--- src/rtl/snake_pix_if.sv ---
// Pixel request/response bundle between the scan/game logic and the compositor.
// rdn is a one-way request with no backpressure. Each cycle with rdn=0 yields exactly one
// result, marked by pixel_valid=1 two clocks later. Cycles with rdn=1 yield pixel_valid=0.
interface snake_pix_if #(
  parameter int COLOR_W = 12,
  parameter int ROW_W   = 9,
  parameter int COL_W   = 10,
  parameter int N_FOOD  = 2
);
  logic                      rdn;
  logic [ROW_W-1:0]          row;
  logic [COL_W-1:0]          col;
  logic                      frame_start;
  logic                      snake_head;
  logic                      snake_body;
  logic [N_FOOD*COL_W-1:0]   food_x;
  logic [N_FOOD*ROW_W-1:0]   food_y;
  logic [N_FOOD-1:0]         food_en;
  logic [1:0]                mode;
  logic [COLOR_W-1:0]        pixel;
  logic                      pixel_valid;

  modport master (
    output rdn, row, col, frame_start, snake_head, snake_body,
           food_x, food_y, food_en, mode,
    input  pixel, pixel_valid
  );

  modport slave (
    input  rdn, row, col, frame_start, snake_head, snake_body,
           food_x, food_y, food_en, mode,
    output pixel, pixel_valid
  );
endinterface

--- src/rtl/snake_pixel_compositor.sv ---
// Two-stage per-pixel compositor: S1 captures hit flags, display state and blink phase;
// S2 resolves the priority colour and applies pause dimming or game-over blinking.
module snake_pixel_compositor #(
  parameter int COLOR_W      = 12,
  parameter int ROW_W        = 9,
  parameter int COL_W        = 10,
  parameter int N_FOOD       = 2,
  parameter int BOX_HALF     = 10,
  parameter int BORDER_W     = 8,
  parameter int H_ACTIVE     = 640,
  parameter int V_ACTIVE     = 480,
  parameter int BLINK_FRAMES = 16,
  localparam int FC_W        = (BLINK_FRAMES > 1) ? $clog2(BLINK_FRAMES) : 1
) (
  input  logic            clk,
  input  logic            rst_n,
  snake_pix_if.slave      bus,
  output logic [1:0]      o_dbg_state,
  output logic            o_dbg_blink,
  output logic [FC_W-1:0] o_dbg_frame_cnt
);
  localparam int CW = COLOR_W / 3;
  localparam logic [COLOR_W-1:0] C_RED    = COLOR_W'({CW{1'b1}});
  localparam logic [COLOR_W-1:0] C_GREEN  = C_RED << CW;
  localparam logic [COLOR_W-1:0] C_BLUE   = C_RED << (2 * CW);
  localparam logic [COLOR_W-1:0] C_YELLOW = C_RED | C_GREEN;

  localparam logic [COL_W:0]   C_X_BW   = (COL_W + 1)'(BORDER_W);
  localparam logic [COL_W:0]   C_X_HI   = (COL_W + 1)'(H_ACTIVE - BORDER_W);
  localparam logic [COL_W:0]   C_X_ACT  = (COL_W + 1)'(H_ACTIVE);
  localparam logic [ROW_W:0]   C_Y_BW   = (ROW_W + 1)'(BORDER_W);
  localparam logic [ROW_W:0]   C_Y_HI   = (ROW_W + 1)'(V_ACTIVE - BORDER_W);
  localparam logic [ROW_W:0]   C_Y_ACT  = (ROW_W + 1)'(V_ACTIVE);
  localparam logic [COL_W-1:0] C_BH_X   = COL_W'(BOX_HALF);
  localparam logic [ROW_W-1:0] C_BH_Y   = ROW_W'(BOX_HALF);
  localparam logic [FC_W-1:0]  C_FC_TOP = FC_W'(BLINK_FRAMES - 1);

  typedef enum logic [1:0] {
    ST_PLAY  = 2'd0,
    ST_PAUSE = 2'd1,
    ST_OVER  = 2'd2
  } state_t;

  state_t            r_state, w_state_nxt;
  logic [FC_W-1:0]   r_frame_cnt;
  logic              r_blink;
  logic              w_enter_over;
  logic [N_FOOD-1:0] w_food_hit;
  logic              w_food_any, w_border, w_outside;
  logic [COL_W:0]    w_col_x;
  logic [ROW_W:0]    w_row_x;
  logic              r_s1_vld, r_head, r_body, r_food, r_border, r_outside;
  logic [COLOR_W-1:0] w_base, w_dim, w_pix;
  logic              w_over_red;
  logic [COLOR_W-1:0] r_pixel;
  logic              r_pixel_valid;

  // Display state follows mode directly; the reserved code behaves as PLAY.
  always_comb begin
    w_state_nxt = ST_PLAY;
    case (bus.mode)
      2'd1:    w_state_nxt = ST_PAUSE;
      2'd2:    w_state_nxt = ST_OVER;
      default: w_state_nxt = ST_PLAY;
    endcase
  end

  always_ff @(posedge clk or negedge rst_n) begin
    if (!rst_n) r_state <= ST_PLAY;
    else        r_state <= w_state_nxt;
  end

  assign w_enter_over = (w_state_nxt == ST_OVER) && (r_state != ST_OVER);

  // Entry clear beats a coincident frame_start; outside OVER the count is simply held.
  always_ff @(posedge clk or negedge rst_n) begin
    if (!rst_n) begin
      r_frame_cnt <= '0;
      r_blink     <= 1'b0;
    end else if (w_enter_over) begin
      r_frame_cnt <= '0;
      r_blink     <= 1'b0;
    end else if ((w_state_nxt == ST_OVER) && bus.frame_start) begin
      if (r_frame_cnt == C_FC_TOP) begin
        r_frame_cnt <= '0;
        r_blink     <= ~r_blink;
      end else begin
        r_frame_cnt <= r_frame_cnt + 1'b1;
      end
    end
  end

  for (genvar gi = 0; gi < N_FOOD; gi++) begin : g_food
    logic [COL_W-1:0] w_fx, w_lo_x;
    logic [ROW_W-1:0] w_fy, w_lo_y;
    logic [COL_W:0]   w_hi_x;
    logic [ROW_W:0]   w_hi_y;
    assign w_fx   = bus.food_x[gi*COL_W +: COL_W];
    assign w_fy   = bus.food_y[gi*ROW_W +: ROW_W];
    assign w_lo_x = (w_fx < C_BH_X) ? '0 : w_fx - C_BH_X;
    assign w_lo_y = (w_fy < C_BH_Y) ? '0 : w_fy - C_BH_Y;
    assign w_hi_x = {1'b0, w_fx} + {1'b0, C_BH_X};
    assign w_hi_y = {1'b0, w_fy} + {1'b0, C_BH_Y};
    assign w_food_hit[gi] = bus.food_en[gi]
                            && (bus.col >= w_lo_x) && ({1'b0, bus.col} <= w_hi_x)
                            && (bus.row >= w_lo_y) && ({1'b0, bus.row} <= w_hi_y);
  end

  assign w_food_any = |w_food_hit;
  assign w_col_x    = {1'b0, bus.col};
  assign w_row_x    = {1'b0, bus.row};
  assign w_border   = (w_col_x < C_X_BW) || (w_col_x >= C_X_HI)
                   || (w_row_x < C_Y_BW) || (w_row_x >= C_Y_HI);
  assign w_outside  = (w_col_x >= C_X_ACT) || (w_row_x >= C_Y_ACT);

  always_ff @(posedge clk or negedge rst_n) begin
    if (!rst_n) begin
      r_s1_vld  <= 1'b0;
      r_head    <= 1'b0;
      r_body    <= 1'b0;
      r_food    <= 1'b0;
      r_border  <= 1'b0;
      r_outside <= 1'b0;
    end else begin
      r_s1_vld  <= ~bus.rdn;
      r_head    <= bus.snake_head;
      r_body    <= bus.snake_body;
      r_food    <= w_food_any;
      r_border  <= w_border;
      r_outside <= w_outside;
    end
  end

  assign w_over_red = (r_state == ST_OVER) && r_blink;

  always_comb begin
    w_base = '0;
    if (r_outside)                           w_base = '0;
    else if (r_head)                         w_base = w_over_red ? C_RED : C_YELLOW;
    else if (r_body)                         w_base = w_over_red ? C_RED : C_GREEN;
    else if (r_food && (r_state != ST_OVER)) w_base = C_RED;
    else if (r_border)                       w_base = C_BLUE;
    w_dim = '0;
    for (int c = 0; c < 3; c++) w_dim[c*CW +: CW] = w_base[c*CW +: CW] >> 1;
    w_pix = (r_state == ST_PAUSE) ? w_dim : w_base;
  end

  always_ff @(posedge clk or negedge rst_n) begin
    if (!rst_n) begin
      r_pixel       <= '0;
      r_pixel_valid <= 1'b0;
    end else begin
      r_pixel       <= r_s1_vld ? w_pix : '0;
      r_pixel_valid <= r_s1_vld;
    end
  end

  assign bus.pixel       = r_pixel;
  assign bus.pixel_valid = r_pixel_valid;
  assign o_dbg_state     = r_state;
  assign o_dbg_blink     = r_blink;
  assign o_dbg_frame_cnt = r_frame_cnt;
endmodule
--- src/flat_wrapper.sv ---
// flat-port wrapper written by rule: the top's interface ports become plain ports
module snake_pixel_compositor_flat 
#(
  parameter int COLOR_W      = 12,
  parameter int ROW_W        = 9,
  parameter int COL_W        = 10,
  parameter int N_FOOD       = 2,
  parameter int BOX_HALF     = 10,
  parameter int BORDER_W     = 8,
  parameter int H_ACTIVE     = 640,
  parameter int V_ACTIVE     = 480,
  parameter int BLINK_FRAMES = 16,
  localparam int FC_W        = (BLINK_FRAMES > 1) ? $clog2(BLINK_FRAMES) : 1
)
  (clk, rst_n, o_dbg_state, o_dbg_blink, o_dbg_frame_cnt, bus_rdn, bus_row, bus_col, bus_frame_start, bus_snake_head, bus_snake_body, bus_food_x, bus_food_y, bus_food_en, bus_mode, bus_pixel, bus_pixel_valid);
  snake_pix_if #(.COLOR_W(COLOR_W), .ROW_W(ROW_W), .COL_W(COL_W), .N_FOOD(N_FOOD)) bus_i ();
  input  logic clk;
  input  logic rst_n;
  output logic [1:0] o_dbg_state;
  output logic o_dbg_blink;
  output logic [FC_W-1:0] o_dbg_frame_cnt;
  input wire logic [$bits(bus_i.rdn)-1:0] bus_rdn;
  input wire logic [$bits(bus_i.row)-1:0] bus_row;
  input wire logic [$bits(bus_i.col)-1:0] bus_col;
  input wire logic [$bits(bus_i.frame_start)-1:0] bus_frame_start;
  input wire logic [$bits(bus_i.snake_head)-1:0] bus_snake_head;
  input wire logic [$bits(bus_i.snake_body)-1:0] bus_snake_body;
  input wire logic [$bits(bus_i.food_x)-1:0] bus_food_x;
  input wire logic [$bits(bus_i.food_y)-1:0] bus_food_y;
  input wire logic [$bits(bus_i.food_en)-1:0] bus_food_en;
  input wire logic [$bits(bus_i.mode)-1:0] bus_mode;
  output wire logic [$bits(bus_i.pixel)-1:0] bus_pixel;
  output wire logic [$bits(bus_i.pixel_valid)-1:0] bus_pixel_valid;
  assign bus_i.rdn = bus_rdn;
  assign bus_i.row = bus_row;
  assign bus_i.col = bus_col;
  assign bus_i.frame_start = bus_frame_start;
  assign bus_i.snake_head = bus_snake_head;
  assign bus_i.snake_body = bus_snake_body;
  assign bus_i.food_x = bus_food_x;
  assign bus_i.food_y = bus_food_y;
  assign bus_i.food_en = bus_food_en;
  assign bus_i.mode = bus_mode;
  assign bus_pixel = bus_i.pixel;
  assign bus_pixel_valid = bus_i.pixel_valid;
  snake_pixel_compositor #(.COLOR_W(COLOR_W), .ROW_W(ROW_W), .COL_W(COL_W), .N_FOOD(N_FOOD), .BOX_HALF(BOX_HALF), .BORDER_W(BORDER_W), .H_ACTIVE(H_ACTIVE), .V_ACTIVE(V_ACTIVE), .BLINK_FRAMES(BLINK_FRAMES)) u_core (.clk(clk), .rst_n(rst_n), .bus(bus_i), .o_dbg_state(o_dbg_state), .o_dbg_blink(o_dbg_blink), .o_dbg_frame_cnt(o_dbg_frame_cnt));
endmodule
--- config.mk ---
export PLATFORM = sky130hd
export DESIGN_NAME = snake_pixel_compositor_flat
export DESIGN_NICKNAME = d
export VERILOG_FILES = /design/src/rtl/snake_pix_if.sv /design/src/rtl/snake_pixel_compositor.sv /design/src/flat_wrapper.sv
export SDC_FILE = /design/constraint.sdc
export NUM_CORES = 1
export LEC_CHECK = 0
export ABC_AREA = 1
export ABC_CLOCK_PERIOD_IN_PS = 1300
export BUFFER_PORTS_ARGS = -buffer_cell sky130_fd_sc_hd__clkbuf_2
export CORE_MARGIN = 5
export CORE_UTILIZATION = 25
export CTS_CLUSTER_DIAMETER = 150
export DETAILED_ROUTE_END_ITERATION = 7
export PLACE_DENSITY = 0.45
export SYNTH_ARGS = -nofsm -noshare
export SYNTH_HDL_FRONTEND = slang
export SYNTH_SLANG_ARGS = --single-unit
export TNS_END_PERCENT = 50
--- constraint.sdc ---
create_clock -name clk -period 1.3 [get_ports clk]
set_input_delay 0.195 -clock clk [delete_from_list [all_inputs] [get_ports clk]]
set_output_delay 0.195 -clock clk [all_outputs]
set_load 0.01 [all_outputs]
### Word level (Yosys, flattened, before mapping)

Cells that the tools add are included.

| word-level totals | value |
|---|---|
| word-level logic and storage cells | 87 |
| output and inout bits | 20 |
| bits in registers | 26 |
| input port bits | 67 |

| operators by class | value |
|---|---|
| bitwise logic cells | 2 |
| add/subtract/negate cells | 9 |
| equal/unequal tests | 7 |
| order comparisons | 18 |
| muxes and demuxes | 20 |
| reduce and logical (&&, ||, !) cells | 20 |

Operators by type and width:

| operator | count |
|---|---|
| 2-to-1 mux 12 bit | 7 |
| < comparator 10 x 4 -> 1 bit (second input constant) | 3 |
| < comparator 9 x 4 -> 1 bit (second input constant) | 3 |
| adder 10 x 4 -> 11 bit (second input constant) | 2 |
| less-or-equal comparator 10 x 11 -> 1 bit | 2 |
| adder 9 x 4 -> 10 bit (second input constant) | 2 |
| >= comparator 10 bit | 2 |
| >= comparator 10 bit (second input constant) | 2 |
| less-or-equal comparator 9 x 10 -> 1 bit | 2 |
| 2-to-1 mux 10 bit | 2 |
| subtractor 10 x 4 -> 10 bit (second input constant) | 2 |
| >= comparator 9 bit | 2 |
| >= comparator 9 bit (second input constant) | 2 |
| 2-to-1 mux 9 bit | 2 |
| subtractor 9 x 4 -> 9 bit (second input constant) | 2 |
| 2-to-1 mux 8 bit | 2 |
| logical AND 1 bit | 12 |
| 2-to-1 mux 4 bit | 3 |
| == test 2 bit (second input constant) | 3 |
| adder 4 x 1 -> 4 bit (second input constant) | 1 |
| == test 2 x 1 -> 1 bit (second input constant) | 2 |
| == test 4 bit (second input constant) | 1 |
| logical OR 1 bit | 4 |
| case mux 2 bit (2 select lines) | 1 |
| 6 further kinds | 10 |

### Depth between registers and ports, before layout

| depth | value |
|---|---|
| depth after elaboration | 8 |
| mapped depth | 20 |
| gate-level depth less buffers | 20 |

### Worst setup path after synthesis

Ideal clock, no wire load.

| timing | value |
|---|---|
| kind | input port to flip-flop |
| from | in bus_food_x[11] |
| to | reg u_core.r_food |
| cell stages on the path | 19 |
| buffers on the path | 0 |
| data required time | 1235 ps |
| slack | -657 ps |
| library setup time | 65 ps |
| arrival time | 1893 ps |
| cells stage by stage | inv_1 > ha_1 > or2_1 > nand2_1 > nor2_1 > inv_2 > o21bai_1 > nand3_1 > ha_1 > nand2_1 > nor2_1 > nand3_1 > nand3_1 > nand2_1 > inv_1 > nand2_1 > nor2_1 > nand2_1 > nand2_1 |

| between the ends | value |
|---|---|
| cells in the longest elaborated chain, start to end | 8 |
| elaborated cells on any way between the ends | 11 |
| classes of those cells | 2 x add/sub; 3 x order compare; 1 x mux; 5 x reduce/logical |

RTL lines:

| item | RTL line | source |
|---|---|---|
| start: declaration | flat_wrapper.sv:28 | `input wire logic [$bits(bus_i.food_x)-1:0] bus_food_x;` |
| subtractor 10 x 4 -> 10 bit / < comparator 10 x 4 -> 1 bit (equally long branches) | snake_pixel_compositor.sv:100 | `assign w_lo_x = (w_fx < C_BH_X) ? '0 : w_fx - C_BH_X;` |
| 2-to-1 mux 10 bit | snake_pixel_compositor.sv:100 |  |
| >= comparator 10 bit | snake_pixel_compositor.sv:105 | `&& (bus.col >= w_lo_x) && ({1'b0, bus.col} <= w_hi_x)` |
| logical AND 1 bit | snake_pixel_compositor.sv:105 |  |
| logical AND 1 bit * | snake_pixel_compositor.sv:105 |  |
| logical AND 1 bit * (2 in series) | snake_pixel_compositor.sv:106 | `&& (bus.row >= w_lo_y) && ({1'b0, bus.row} <= w_hi_y);` |
| OR reduction 2 bit * | snake_pixel_compositor.sv:109 | `assign w_food_any = \|w_food_hit;` |
| named net u_core.w_food_any | snake_pixel_compositor.sv:49 | `logic w_food_any, w_border, w_outside;` |
| end signal: assignment | snake_pixel_compositor.sv:128 | `r_food <= w_food_any;` |
| end: declaration | snake_pixel_compositor.sv:52 | `logic r_s1_vld, r_head, r_body, r_food, r_border, r_outside;` |

The timed path passes the listed nets; every way through them passes the cells marked *.
A chain may end at the register's enable or synchronous reset.

### Worst setup path in the final report

Same ends and word-level chain as after synthesis.

==> impl_metrics.yaml <==
outcome:
  outcome: "complete, but fails checks"
  failed_checks: "negative setup slack"
sta:
  period_share: 1.491
  hold_viol: 0
  rsz0062_at_grt: "yes"
  slew_violations: 0
  min_period_ns: 1.939
  max_freq_mhz: 515.8
  relSlewSlack: 0.6760
  fin_ws_ns: -0.6388
  setup_viol: 1
  timing.hold.ws_ns: 0.05026
  skew_ns: 0.002384
  tightest_slew_ns: 0.4861
  tns_ns: -0.6388
clock_tree:
  cts_tree: "yes"
  clkSlewWorstSetupHoldPaths_ns: 0.05
  cts-htree-levels: 1
  clk_latency_ns: 0.25
  cts_sinks: 20
  cts_buffers: 3
  clk_root_buffer_cell: "clkbuf_16"
  clk_path_buf_depth: 2
floorplanning:
  dieArea_um2: 18450
  rows: 46
  io_pins: 87
  fp.dieH_um: 135.8
  start_util: 0.2519
  die_w_um: 135.8
  core_um2: 15710
synthesis:
  yosysSeqAreaShare: 0.1265
  synth_area_um2: 3958
  avgSynthCellArea_um2: 6.488
  ys_seq_elements: 20
  ys_warn_count: 0
  synth_edf_count: 0
  async_reset_ff_frac: 1.000
  syn_nets: 762
  syn_inst: 610
  yosys_most_used_dff: "dfrtp_1"
  yosysUniqueCellTypes: 35
critical_path:
  critPathRequiredTime_ns: 1.49
  slowest_stage: "ha_4"
  r2r_cells: 8
  crit_path_frequent_cell: "nand2_2"
  cp_top_family: "simple AND/OR/NAND/NOR gates"
  timing.rr.start: "u_core.o_dbg_state[0]$_DFF_PN0_"
  rrSetupSlack_ns: 0.09
  setup.worst_path.start_class: "input pin"
  cp_num_cells: 20
  rr_endpoint: "u_core.o_dbg_frame_cnt[3]$_DFFE_PN0P_"
  critPathBufInv: 4
  slowest_delay_ns: 0.30
  critPathCaptureType: "flip-flop"
  cp.arrival_ns: 2.13
  critPathKind: "input pin to flip-flop"
  crit_chain: "buf_12, clkinv_8, ha_4, or2_4, nand2_4, nor2_4, inv_2, o21bai_1, nand3_1, ha_4, nand2_2, nor2_4, nand3_2, nand3_1, nand2_2, inv_2, nand2_2, nor2_1, nand2_1, nand2_1"
  crit_fanout: 4
hold_path:
  hp-start: "bus_snake_body"
  min_path_type: "input pin to flip-flop"
  hold_depth: 1
  hold_path_end: "u_core.r_body$_DFF_PN0_"
place:
  dp_hpwl_um: 10400
  pre_cts_slack_ns: -1.039
  placed_cells: 1010
  place_congestion: 0.8425
  port_buffers: 86
finish:
  antenna_cells: 0
  final_common_cell: "nand2_1"
  syn_to_final_growth_pct: 44.14
  fin_cells: 1017
  nets: 954
  layout-drive-gt1-share: 0.3271
  final_cell_mix: "nand2_1, buf_4, clkbuf_2, ha_1, inv_1"
detailed_routing:
  firstDrtPassIters: 4
  wl_per_cell_um: 11.65
  drc: 0
  routed-wl-met2_um: 5861
  wl_um: 11840
  num_vias: 4437
  routed_via_density: 4.363
  antenna_left: 0
  drt_iter0_drc: 120
  met3_length_um: 388
  highest_layer: "met4"
  wl_met1_um: 5468
global_routing:
  antenna_found_initial: 0
  grt_pass1_vias: 4446
  grt_pass1_wl_um: 19600
  grt_overflow: 0
  grt_start_max_net_pins: 21
  grt_usage: 0.1265
power:
  p_per_area_nw_per_um2: 537.9
  ir_drop_uv: 692.3
  p_total_mw: 3.068
  p_leak_nw: 3.224
flow_run:
  cap_violations: 0
[stage by stage]
stage	utilization	cell area (µm²)
after detailed placement	0.3447	5416
after global routing	0.3630	5704
after floorplan	-	3978
after CTS	0.3570	5609
final	0.3630	5704
after global placement	0.3447	5416
[registers in the layout, summed over array words and instances, names as in the netlist]
name                    cells
u_core.bus.pixel            6
u_core.o_dbg_frame_cnt      4
u_core.o_dbg_state          2
u_core.bus.pixel_valid      1
u_core.o_dbg_blink          1
u_core.r_body               1
u_core.r_border             1
u_core.r_food               1
u_core.r_head               1
u_core.r_outside            1
u_core.r_s1_vld             1
[routing by layer]
layer	vias to the layer above	track usage
met5	-	0
met4	0	0.02744
met3	10	0.008512
met2	77	0.2345
met1	1959	0.1606
li1	2391	-
[synth_stat cells, types with 3 or more instances]
cell | n | area (µm²)
a21o_1 | 6 | 45.04
a21oi_1 | 35 | 175.2
and3_1 | 5 | 31.28
buf_4 | 6 | 45.04
dfrtp_1 | 20 | 500.5
ha_1 | 85 | 1064
inv_1 | 76 | 285.3
inv_2 | 19 | 71.32
nand2_1 | 145 | 544.3
nand3_1 | 58 | 290.3
nand3b_1 | 5 | 37.54
nand4_1 | 5 | 31.28
nor2_1 | 52 | 195.2
nor2_2 | 8 | 50.05
nor3_1 | 11 | 55.05
nor3_2 | 3 | 30.03
nor4_1 | 5 | 31.28
o21a_1 | 3 | 22.52
o21ai_0 | 16 | 80.08
o21ai_1 | 7 | 35.03
or2_1 | 3 | 18.77
xor2_1 | 24 | 210.2
[cell type report]
type / count / area (µm²)
multi-input combinational: 487 / 3194
fill: 1670 / 10010
timing repair buffer: 194 / 1272
tap: 216 / 270.3
clock buffer: 4 / 88.84
sequential: 20 / 500.5
inverter: 96 / 377.9
[power by group]
group	leakage (nW)	switching, mW	internal [mW]	total (mW)
clock network	0.0442	0.218	0.469	0.687
logic	2.92	0.917	0.797	1.71
registers	0.260	0.0143	0.652	0.667
total	3.22	1.15	1.92	3.07
[worst max path at each step]
stage / startpoint / endpoint / slack, ns
2_1_floorplan: bus_food_x[12] / u_core.r_food$_DFF_PN0_ / -0.58
3_3_place_gp: bus_food_x[11] / u_core.r_food$_DFF_PN0_ / -1.04
3_5_place_dp: bus_food_x[11] / u_core.r_food$_DFF_PN0_ / -1.04
4_1_cts: bus_food_x[11] / u_core.r_food$_DFF_PN0_ / -0.64
5_1_grt: bus_food_x[11] / u_core.r_food$_DFF_PN0_ / -0.83
6_report: bus_food_x[11] / u_core.r_food$_DFF_PN0_ / -0.64
[repair_timing]
action                                 CTS  global route
setup endpoints to repair                1             6
pin swaps                               10            17
hold buffers                             1             0
resized for setup                       23            21
setup buffers                            0             2
endpoints found under the hold margin   20             0
[logic make-up (layout without fill, tap and decap cells)]
group	count (synthesis)	after routing	synth area share
AOI/OAI and AO/OA	70	70	0.09643
xor gates and xnor gates	25	25	0.05533
adders and majority gates	85	85	0.2687
buffers and inverters	103	294	0.1037
DFF	20	20	0.1265
and+or+nand+nor	307	307	0.3494
No activity file was read; power rests on OpenSTA's default activity.
